--- config.mk ---
export PLATFORM = sky130hd
export DESIGN_NAME = led_status_scheduler
export DESIGN_NICKNAME = d
export VERILOG_FILES = /design/src/rtl/led_sched_pkg.sv /design/src/rtl/led_ms_timer.sv /design/src/rtl/led_status_scheduler.sv
export SDC_FILE = /design/constraint.sdc
export NUM_CORES = 1
export LEC_CHECK = 0
export BUFFER_PORTS_ARGS = -buffer_cell sky130_fd_sc_hd__buf_2
export CAP_MARGIN = 40
export CORE_MARGIN = 2
export CORE_UTILIZATION = 50
export DETAILED_ROUTE_END_ITERATION = 6
export PLACE_DENSITY = 0.7
export SYNTH_ARGS = -nofsm -noshare
export SYNTH_HDL_FRONTEND = slang
export SYNTH_HIERARCHICAL = 1
export SYNTH_SLANG_ARGS = --single-unit
--- constraint.sdc ---
create_clock -name clock -period 3.9 [get_ports clock]
set_input_delay 0.195 -clock clock [delete_from_list [all_inputs] [get_ports clock]]
set_output_delay 0.195 -clock clock [all_outputs]
set_load 0.03 [all_outputs]
--- src/rtl/led_sched_pkg.sv ---
// Shared types and default timing for the LED status scheduler.
package led_sched_pkg;

  typedef enum logic [1:0] {
    IDLE  = 2'd0,
    SHOW  = 2'd1,
    GAP   = 2'd2,
    PAUSE = 2'd3
  } led_state_e;

  localparam int DEF_TICK_DIV = 12288;
  localparam int DEF_ON_MS    = 100;
  localparam int DEF_OFF_MS   = 150;
  localparam int DEF_PAUSE_MS = 500;

  localparam int FC_W = 4;
  localparam int MS_W = 16;

  // A programmed flash count of zero still shows one flash.
  function automatic logic [FC_W-1:0] fc_clamp(input logic [FC_W-1:0] n);
    return (n == '0) ? FC_W'(1) : n;
  endfunction

endpackage

--- src/rtl/led_ms_timer.sv ---
// Prescaler plus millisecond down-counter; expired pulses in the last cycle
// of a load_ms*TICK_DIV cycle interval that starts the cycle after load.
module led_ms_timer
  import led_sched_pkg::*;
#(
  parameter int TICK_DIV = DEF_TICK_DIV
) (
  input  logic            clk,
  input  logic            reset_n,
  input  logic            load,
  input  logic [MS_W-1:0] load_ms,
  output logic            expired
);

  localparam int PW = (TICK_DIV > 1) ? $clog2(TICK_DIV) : 1;
  localparam logic [PW-1:0] PRE_MAX = PW'(TICK_DIV - 1);

  logic [PW-1:0]   pre_q, pre_d;
  logic [MS_W-1:0] ms_q, ms_d;

  assign expired = (ms_q == MS_W'(1)) && (pre_q == PRE_MAX);

  always_comb begin
    pre_d = pre_q;
    ms_d  = ms_q;
    if (load) begin
      pre_d = '0;
      ms_d  = load_ms;
    end else if (pre_q == PRE_MAX) begin
      pre_d = '0;
      // Parks at zero so an unattended timer never pulses again.
      if (ms_q != '0) ms_d = ms_q - MS_W'(1);
    end else begin
      pre_d = pre_q + PW'(1);
    end
  end

  always_ff @(posedge clk) begin
    if (!reset_n) begin
      pre_q <= '0;
      ms_q  <= '0;
    end else begin
      pre_q <= pre_d;
      ms_q  <= ms_d;
    end
  end

endmodule

--- src/rtl/led_status_scheduler.sv ---
// Multiplexes NUM_REQ status requesters onto one LED as N-flash bursts.
// Define LED_SCHED_PREEMPT_EN to let lower-index requests abort a burst.
module led_status_scheduler
  import led_sched_pkg::*;
#(
  parameter int NUM_REQ  = 4,
  parameter int TICK_DIV = DEF_TICK_DIV,
  parameter int ON_MS    = DEF_ON_MS,
  parameter int OFF_MS   = DEF_OFF_MS,
  parameter int PAUSE_MS = DEF_PAUSE_MS
) (
  input  logic                    clock,
  input  logic                    reset_n,
  input  logic [NUM_REQ-1:0]      req,
  input  logic [NUM_REQ-1:0]      req_en,
  input  logic [FC_W*NUM_REQ-1:0] flash_count,
  output logic                    led,
  output logic [2:0]              active_id,
  output logic                    busy
);

  led_state_e          state_q, state_d;
  logic [NUM_REQ-1:0]  pending_q, pending_d;
  logic [NUM_REQ-1:0]  clr;
  logic [2:0]          active_q, active_d;
  logic [FC_W-1:0]     cnt_q, cnt_d, cnt_dec;
  logic                led_q, led_d;
  logic                abort_q, abort_d;
  logic                load;
  logic [MS_W-1:0]     load_ms;
  logic                expired;
  logic                pause_done;
  logic                preempt;
  logic [2:0]          grant;
  logic [FC_W-1:0]     fc_field [8];

  led_ms_timer #(.TICK_DIV(TICK_DIV)) u_timer (
    .clk     (clock),
    .reset_n (reset_n),
    .load    (load),
    .load_ms (load_ms),
    .expired (expired)
  );

  assign pause_done = (state_q == PAUSE) && expired;

  // Padded to 8 entries so a 3-bit grant indexes it directly.
  for (genvar gi = 0; gi < 8; gi++) begin : g_fc
    if (gi < NUM_REQ) begin : g_used
      assign fc_field[gi] = flash_count[FC_W*gi +: FC_W];
    end else begin : g_pad
      assign fc_field[gi] = '0;
    end
  end

  for (genvar gi = 0; gi < NUM_REQ; gi++) begin : g_pend
    assign clr[gi]       = pause_done && !abort_q && (active_q == 3'(gi));
    assign pending_d[gi] = (req[gi] & req_en[gi]) |
                           (pending_q[gi] & req_en[gi] & ~clr[gi]);
  end

  always_comb begin
    grant = 3'd0;
    for (int i = NUM_REQ - 1; i >= 0; i--) begin
      if (pending_q[i]) grant = 3'(i);
    end
  end

`ifdef LED_SCHED_PREEMPT_EN
  logic lower_pending;
  always_comb begin
    lower_pending = 1'b0;
    for (int i = 0; i < NUM_REQ; i++) begin
      if (pending_q[i] && (3'(i) < active_q)) lower_pending = 1'b1;
    end
  end
  assign preempt = lower_pending;
`else
  assign preempt = 1'b0;
`endif

  assign cnt_dec = cnt_q - FC_W'(1);

  always_comb begin
    state_d  = state_q;
    active_d = active_q;
    cnt_d    = cnt_q;
    led_d    = led_q;
    abort_d  = abort_q;
    load     = 1'b0;
    load_ms  = '0;
    case (state_q)
      IDLE: begin
        if (|pending_q) begin
          state_d  = SHOW;
          active_d = grant;
          cnt_d    = fc_clamp(fc_field[grant]);
          led_d    = 1'b1;
          abort_d  = 1'b0;
          load     = 1'b1;
          load_ms  = MS_W'(ON_MS);
        end
      end
      SHOW: begin
        if (expired) begin
          cnt_d = cnt_dec;
          led_d = 1'b0;
          load  = 1'b1;
          if (cnt_dec != '0 && !preempt) begin
            state_d = GAP;
            load_ms = MS_W'(OFF_MS);
          end else begin
            // An aborted burst keeps its pending bit so it replays in full.
            state_d = PAUSE;
            load_ms = MS_W'(PAUSE_MS);
            abort_d = (cnt_dec != '0);
          end
        end
      end
      GAP: begin
        if (expired) begin
          state_d = SHOW;
          led_d   = 1'b1;
          load    = 1'b1;
          load_ms = MS_W'(ON_MS);
        end
      end
      PAUSE: begin
        if (expired) begin
          state_d = IDLE;
          load    = 1'b1;
        end
      end
      default: state_d = IDLE;
    endcase
  end

  always_ff @(posedge clock) begin
    if (!reset_n) begin
      state_q   <= IDLE;
      pending_q <= '0;
      active_q  <= 3'd0;
      cnt_q     <= '0;
      led_q     <= 1'b0;
      abort_q   <= 1'b0;
    end else begin
      state_q   <= state_d;
      pending_q <= pending_d;
      active_q  <= active_d;
      cnt_q     <= cnt_d;
      led_q     <= led_d;
      abort_q   <= abort_d;
    end
  end

  assign led       = led_q;
  assign active_id = active_q;
  assign busy      = (state_q != IDLE);

endmodule

==> results.json, run 1 <==
{
  "critPathMaxFanout": 24,
  "slew_viol_final": 0,
  "cts_hold_buf": 0,
  "grt_setup_unrepaired": "false",
  "r2r_cells": 8,
  "cts_buffers": 5,
  "dp_slack_ps": 873,
  "cap_violations": 0,
  "finalCritPeriodShare": 0.795,
  "finalInstanceArea_um2": 3070,
  "netlist_area_um2": 2790,
  "viasPerCell": 5.98,
  "synth-seq-area-share": 0.308,
  "final_cells": 465,
  "crit_arrival_ps": 3270,
  "antenna_found_initial": 0,
  "fmax_ghz": 0.323,
  "ys_types": 60,
  "hold_viol": 0,
  "cts-resized-gates": 0,
  "place.gp.congestion": 0.854,
  "period_needed_ps": 3100,
  "min-delay-path-class": "primary input to flop",
  "grt_start_max_net_pins": 46,
  "wl_per_cell_um": 14.3,
  "drc": 0,
  "cts_tree": "yes",
  "ios": 31,
  "io_buffers": 29,
  "tightest_slew_ps": 842,
  "clock-sinks": 43,
  "postPlaceCellArea_um2": 2980,
  "core_area_um2": 5440,
  "post_cts_buffers": 0,
  "path_clk_slew_ps": 90,
  "insertedDiodeCount": 0,
  "dr.pass1.iters": 4,
  "layout-drive-gt1-share": 0.130,
  "yosysWarnings": 6,
  "grt_pass1_vias": 2535,
  "irDropWorstVdd_mv": 0.227,
  "fp.dieH_um": 78.8,
  "die_area_um2": 6200,
  "synthCells": 366,
  "worst_setup_path_end_kind": "flop",
  "ys_ff_latch": 43,
  "drtIter0Drc": 222,
  "cp-start-kind": "flop",
  "powerDensity_nw_per_um2": 370,
  "clockRootBuffer": "clkbuf_8",
  "hold_start": "req[2]",
  "dp_hpwl_mm": 4.60,
  "start_util": 0.514,
  "avgSynthCellArea_um2": 7.63,
  "synth_edf_count": 0,
  "required_ps": 4070,
  "r2r_start": "u_timer/ms_q[8]$_SDFFE_PN0P_",
  "max_slew_margin": 0.433,
  "syn2layout_area_growth_pct": 9.85,
  "whs_path_depth": 3,
  "grt_use_total": 0.226,
  "startpoint": "u_timer/ms_q[8]$_SDFFE_PN0P_",
  "fp.dieW_um": 78.8,
  "setup_tns_ps": 0,
  "setup_ws_ps": 800,
  "ys.flop_type": "dfxtp_1",
  "core.rowCount": 27,
  "finClkSkew_ps": 7.64,
  "path_class": "flop to flop",
  "vias": 2779,
  "setup_violations": 0,
  "outcome": "finished clean",
  "insertion_delay_ps": 300,
  "ant_nets": 0,
  "power_leakage_uw": 0.00115,
  "clockBufferDepth": 2,
  "dp_cells": 457,
  "routed_wirelength_mm": 6.63,
  "grt-ovfl-total": 0,
  "layout.nets": 423,
  "htreeDepth": 2,
  "r2r_slack_ps": 800,
  "grt_first_pass_wirelength_mm": 11.5,
  "synthArstFlopShare": 0
}
-- report_power, final --
group	internal (uW)	leakage, uW	switching, uW
Clock	125	0.0000402	164
Combinational	123	0.000759	202
Sequential	474	0.000352	49.4
Total	722	0.00115	415
-- Yosys cell counts, types with 2 or more instances --
cell type   n  share of area
a311oi_1    3         0.0094
and3_1      6          0.013
nor4b_1     4          0.013
nor4_1     12          0.027
dfxtp_1    43           0.31
a21boi_2    2         0.0081
a32o_1      2         0.0072
and4_1      7          0.022
clkbuf_1   15          0.020
o21a_1      2         0.0054
o31ai_1     6          0.016
or3_1       7          0.016
o21ai_0    27          0.048
nor2_1     39          0.052
a211oi_1    5          0.013
nand3_1    21          0.038
buf_2       3         0.0054
nor3_1      7          0.013
mux2i_1     2         0.0072
nand2b_1    4         0.0090
xnor2_1     6          0.019
nand4_1     9          0.020
nor2b_1    10          0.022
a32oi_1     4          0.013
o211ai_1    5          0.013
ha_1        5          0.022
inv_1      15          0.020
xor2_1      4          0.013
nand3b_1    2         0.0054
buf_4       2         0.0054
nor3b_1     8          0.021
o311ai_0    2         0.0063
a31oi_1     5          0.011
a21oi_1    15          0.027
nand2_1    25          0.034
or4_1       6          0.016
a21boi_0    3         0.0081
-- logic make-up after synthesis --
logic type / count (synthesis) / share of synthesized area
and+or+nand+nor: 176 / 0.349
AOI/OAI and AO/OA: 93 / 0.226
DFF: 43 / 0.308
buffers and inverters: 36 / 0.0551
xor gates and xnor gates: 10 / 0.0313
adders and majority gates: 5 / 0.0224
muxes: 2 / 0.00717
other: 1 / 0.00134
-- placed cells by master, fill, tap and decap left out, drive strengths merged, types with 7 or more instances in the layout --
master / count
a21oi: 15
and4: 8
buf: 31
conb: 10
dfxtp: 43
inv: 15
nand2: 25
nand3: 21
nand4: 10
nor2: 39
nor2b: 10
nor3: 7
nor3b: 8
nor4: 12
o21ai: 27
or3: 7
or4: 7
-- critical path, cell delays in order, from the launching register on --
cell     delay [ps]
dfxtp_1         380
or4_1           580
nor4_1          360
and4_1          470
nand2_1         120
nand2_1         100
inv_1           320
nand3_1         520
nor2_1          110
-- area by class of cell --
cell class                      instances  area [um^2]
Clock buffer                            5         68.8
Clock inverter                          3         20.0
Fill cell                             542         2370
Inverter                               15         56.3
Multi-Input combinational cell        296         1810
Sequential cell                        43          861
Tap cell                               72         90.1
Timing Repair Buffer                   31          160
-- stage by stage --
| stage | util | power, uW | hold slack (ps) |
|---|---|---|---|
| 6_report | 0.564 | 1140 | 96.5 |
| 3_5_place_dp | 0.548 | 852 | 408 |
| 2_1_floorplan | - | 775 | 311 |
| 4_1_cts | 0.564 | 1140 | 86.4 |
| 5_1_grt | 0.564 | 1210 | 117 |
| 3_3_place_gp | 0.548 | 845 | 402 |
-- layer usage --
metal | track usage | wire (um) | up-vias
li1 | - | - | 1414
met1 | 0.299 | 3160 | 1295
met2 | 0.373 | 3050 | 61
met3 | 0.0352 | 304 | 9
met4 | 0.0842 | 110 | 0
met5 | 0 | 0 | -
-- flip-flops by register name, indices dropped and copies added (netlist names) --
register,cells
u_timer/pre_q,14
pending_q,4
active_id,2
state_q,2
cnt_q,4
led,1
u_timer/ms_q,16
-- worst paths after layout --
| path | to |
|---|---|
| setup / recovery | u_timer/pre_q[4]$_SDFF_PP0_ |
| hold / removal | pending_q[2]$_SDFF_PN0_ |
| hold reg to reg | u_timer/pre_q[0]$_SDFF_PP0_ |
| setup reg to reg | u_timer/pre_q[4]$_SDFF_PP0_ |
No activity file was read; power rests on OpenSTA's default activity.
==> run 2: changes to the inputs <==
PLACE_DENSITY = 0.72   (was 0.7)
clock period = 2.84 ns   (was 3.9 ns; I/O delays follow)
==> results.json, run 2 (same netlist as run 1, synthesis figures left out) <==
{
  "outcome": "finished clean",
  "largest_reg_flops": 16,
  "reg_top3": "u_timer/ms_q (16), u_timer/pre_q (14)",
  "use_met2": 0.410,
  "tightest_slew_ps": 723,
  "met3_usage": 0.0341,
  "grt_most_used_layer": "met2",
  "slew_viol_final": 0,
  "finClkSkew_ps": 3.62,
  "layout_common_cells": "43 x dfxtp_1, 39 x nor2_1, 29 x buf_2",
  "hold_viol": 0,
  "whs_ps": 48.6,
  "power_leakage_uw": 0.00122,
  "regMostFlops": "u_timer/ms_q",
  "fp.dieH_um": 78.8,
  "powerDensity_nw_per_um2": 529,
  "final.fill_count": 532,
  "path_depth": 10,
  "required_ps": 3050,
  "min-delay-path-class": "primary input to flop",
  "insertion_delay_ps": 290,
  "grt_pass1_vias": 2672,
  "ant_nets": 0,
  "path_clk_slew_ps": 80,
  "grt_first_pass_wirelength_mm": 12.0,
  "ios": 31,
  "fmax_ghz": 0.385,
  "finalInstanceArea_um2": 3170,
  "max_slew_margin": 0.518,
  "core.rowCount": 27,
  "start_util": 0.514,
  "cp-start-kind": "flop",
  "post_cts_buffers": 0,
  "startpoint": "u_timer/ms_q[9]$_SDFFE_PN0P_",
  "grt-ovfl-total": 0,
  "die_area_um2": 6200,
  "irDropWorstVdd_mv": 0.302,
  "clock-sinks": 43,
  "dp_hpwl_mm": 4.79,
  "path_class": "flop to flop",
  "syn2layout_area_growth_pct": 13.5,
  "postPlaceCellArea_um2": 3050,
  "grt_start_max_net_pins": 46,
  "layout-drive-gt1-share": 0.153,
  "wl_per_cell_um": 14.4,
  "mostFrequentLayoutCell": "dfxtp_1",
  "r2r_cells": 10,
  "layout.nets": 431,
  "worst_setup_path_end_kind": "flop",
  "finalCritPeriodShare": 0.913,
  "path_cells": "or4_1 > nor4_2 > and4_1 > nand2_1 > nand2_1 > buf_4 > buf_4 > or2_2 > o221ai_1 > a211oi_1",
  "clockRootBuffer": "clkbuf_8",
  "setup_violations": 0,
  "r2r_start": "u_timer/ms_q[9]$_SDFFE_PN0P_",
  "setup_ws_ps": 246,
  "antenna_found_initial": 0,
  "cts_buffers": 5,
  "viasPerCell": 6.05,
  "insertedDiodeCount": 0,
  "worst_r2r_endpoint": "u_timer/ms_q[3]$_SDFFE_PN0P_",
  "crit_family": "simple AND/OR/NAND/NOR gates",
  "crit_arrival_ps": 2810,
  "cp-endpoint": "u_timer/ms_q[3]$_SDFFE_PN0P_",
  "place.gp.congestion": 0.810,
  "fp.dieW_um": 78.8,
  "drc": 0,
  "htreeDepth": 2,
  "dp_slack_ps": 228,
  "clockBufferDepth": 2,
  "slowest_stage": "or4_1",
  "grt_setup_unrepaired": "false",
  "drtIter0Drc": 277,
  "core_area_um2": 5440,
  "cap_violations": 0,
  "routed_wirelength_mm": 6.81,
  "r2r_slack_ps": 250,
  "vias": 2854,
  "setup_tns_ps": 0,
  "cp_slowest_stage_delay_ps": 590,
  "grt_use_total": 0.236,
  "met1_usage": 0.304,
  "cts_tree": "yes",
  "period_needed_ps": 2590,
  "critPathMaxFanout": 14,
  "io_buffers": 29,
  "dr.pass1.iters": 5,
  "critPathBufInv": 2
}
==> run 2: worst min-delay path by stage <==
stage / startpoint / endpoint / depth (start not counted)
after detailed placement: req[2] / pending_q[2]$_SDFF_PN0_ / 3
final: req[0] / pending_q[0]$_SDFF_PN0_ / 3
after floorplan: req_en[1] / pending_q[1]$_SDFF_PN0_ / 2
after CTS: req[2] / pending_q[2]$_SDFF_PN0_ / 3
after global routing: req_en[1] / pending_q[1]$_SDFF_PN0_ / 3
after global placement: req[0] / pending_q[0]$_SDFF_PN0_ / 3
==> run 2: layout make-up <==
| type | instances | area, um^2 | area share |
|---|---|---|---|
| clock inverters | 2 | 37.5 | 0.0118 |
| repair buffers | 39 | 220 | 0.0695 |
| inverters | 15 | 56.3 | 0.0178 |
| clock buffers | 5 | 68.8 | 0.0217 |
| well taps | 72 | 90.1 | 0.0284 |
| multi-input cells | 296 | 1840 | 0.579 |
| flip-flops and latches | 43 | 861 | 0.272 |
==> run 2: what timing repair did <==
item / CTS / global route
hold buffers: 0 / 0
setup endpoints to repair: 0 / 1
resized for setup: 0 / 3
endpoints found under the hold margin: 0 / 0
==> run 2: power breakdown <==
group          switching, uW  leakage (uW)  total, uW  internal (uW)
registers               68.0      0.000352        719            651
clock network            214     0.0000502        471            257
logic                    289      0.000813        486            196
total                    571       0.00122       1680           1100
==> run 2: worst reg2reg max path, delay by kind of cell, from the launching register on <==
family                 cells  cell delay [ps]
and+or+nand+nor            6             1350
buffers and inverters      2              420
DFF                        1              360
AOI/OAI and AO/OA          2              380
==> run 2: through the flow <==
| step | instances | util | total power (uW) |
|---|---|---|---|
| 2_1_floorplan | 375 | - | 1060 |
| 3_3_place_gp | 465 | 0.560 | 1190 |
| 3_5_place_dp | 465 | 0.560 | 1200 |
| 4_1_cts | 472 | 0.580 | 1680 |
| 5_1_grt | 472 | 0.583 | 1790 |
| 6_report | 472 | 0.583 | 1680 |
==> run 2: per-layer routing <==
| metal | wire (um) | share of wire | vias to the layer above |
|---|---|---|---|
| met5 | 0 | 0 | - |
| li1 | - | - | 1433 |
| met4 | 62 | 0.0091 | 0 |
| met3 | 316 | 0.046 | 6 |
| met1 | 3090 | 0.45 | 1345 |
| met2 | 3340 | 0.49 | 70 |
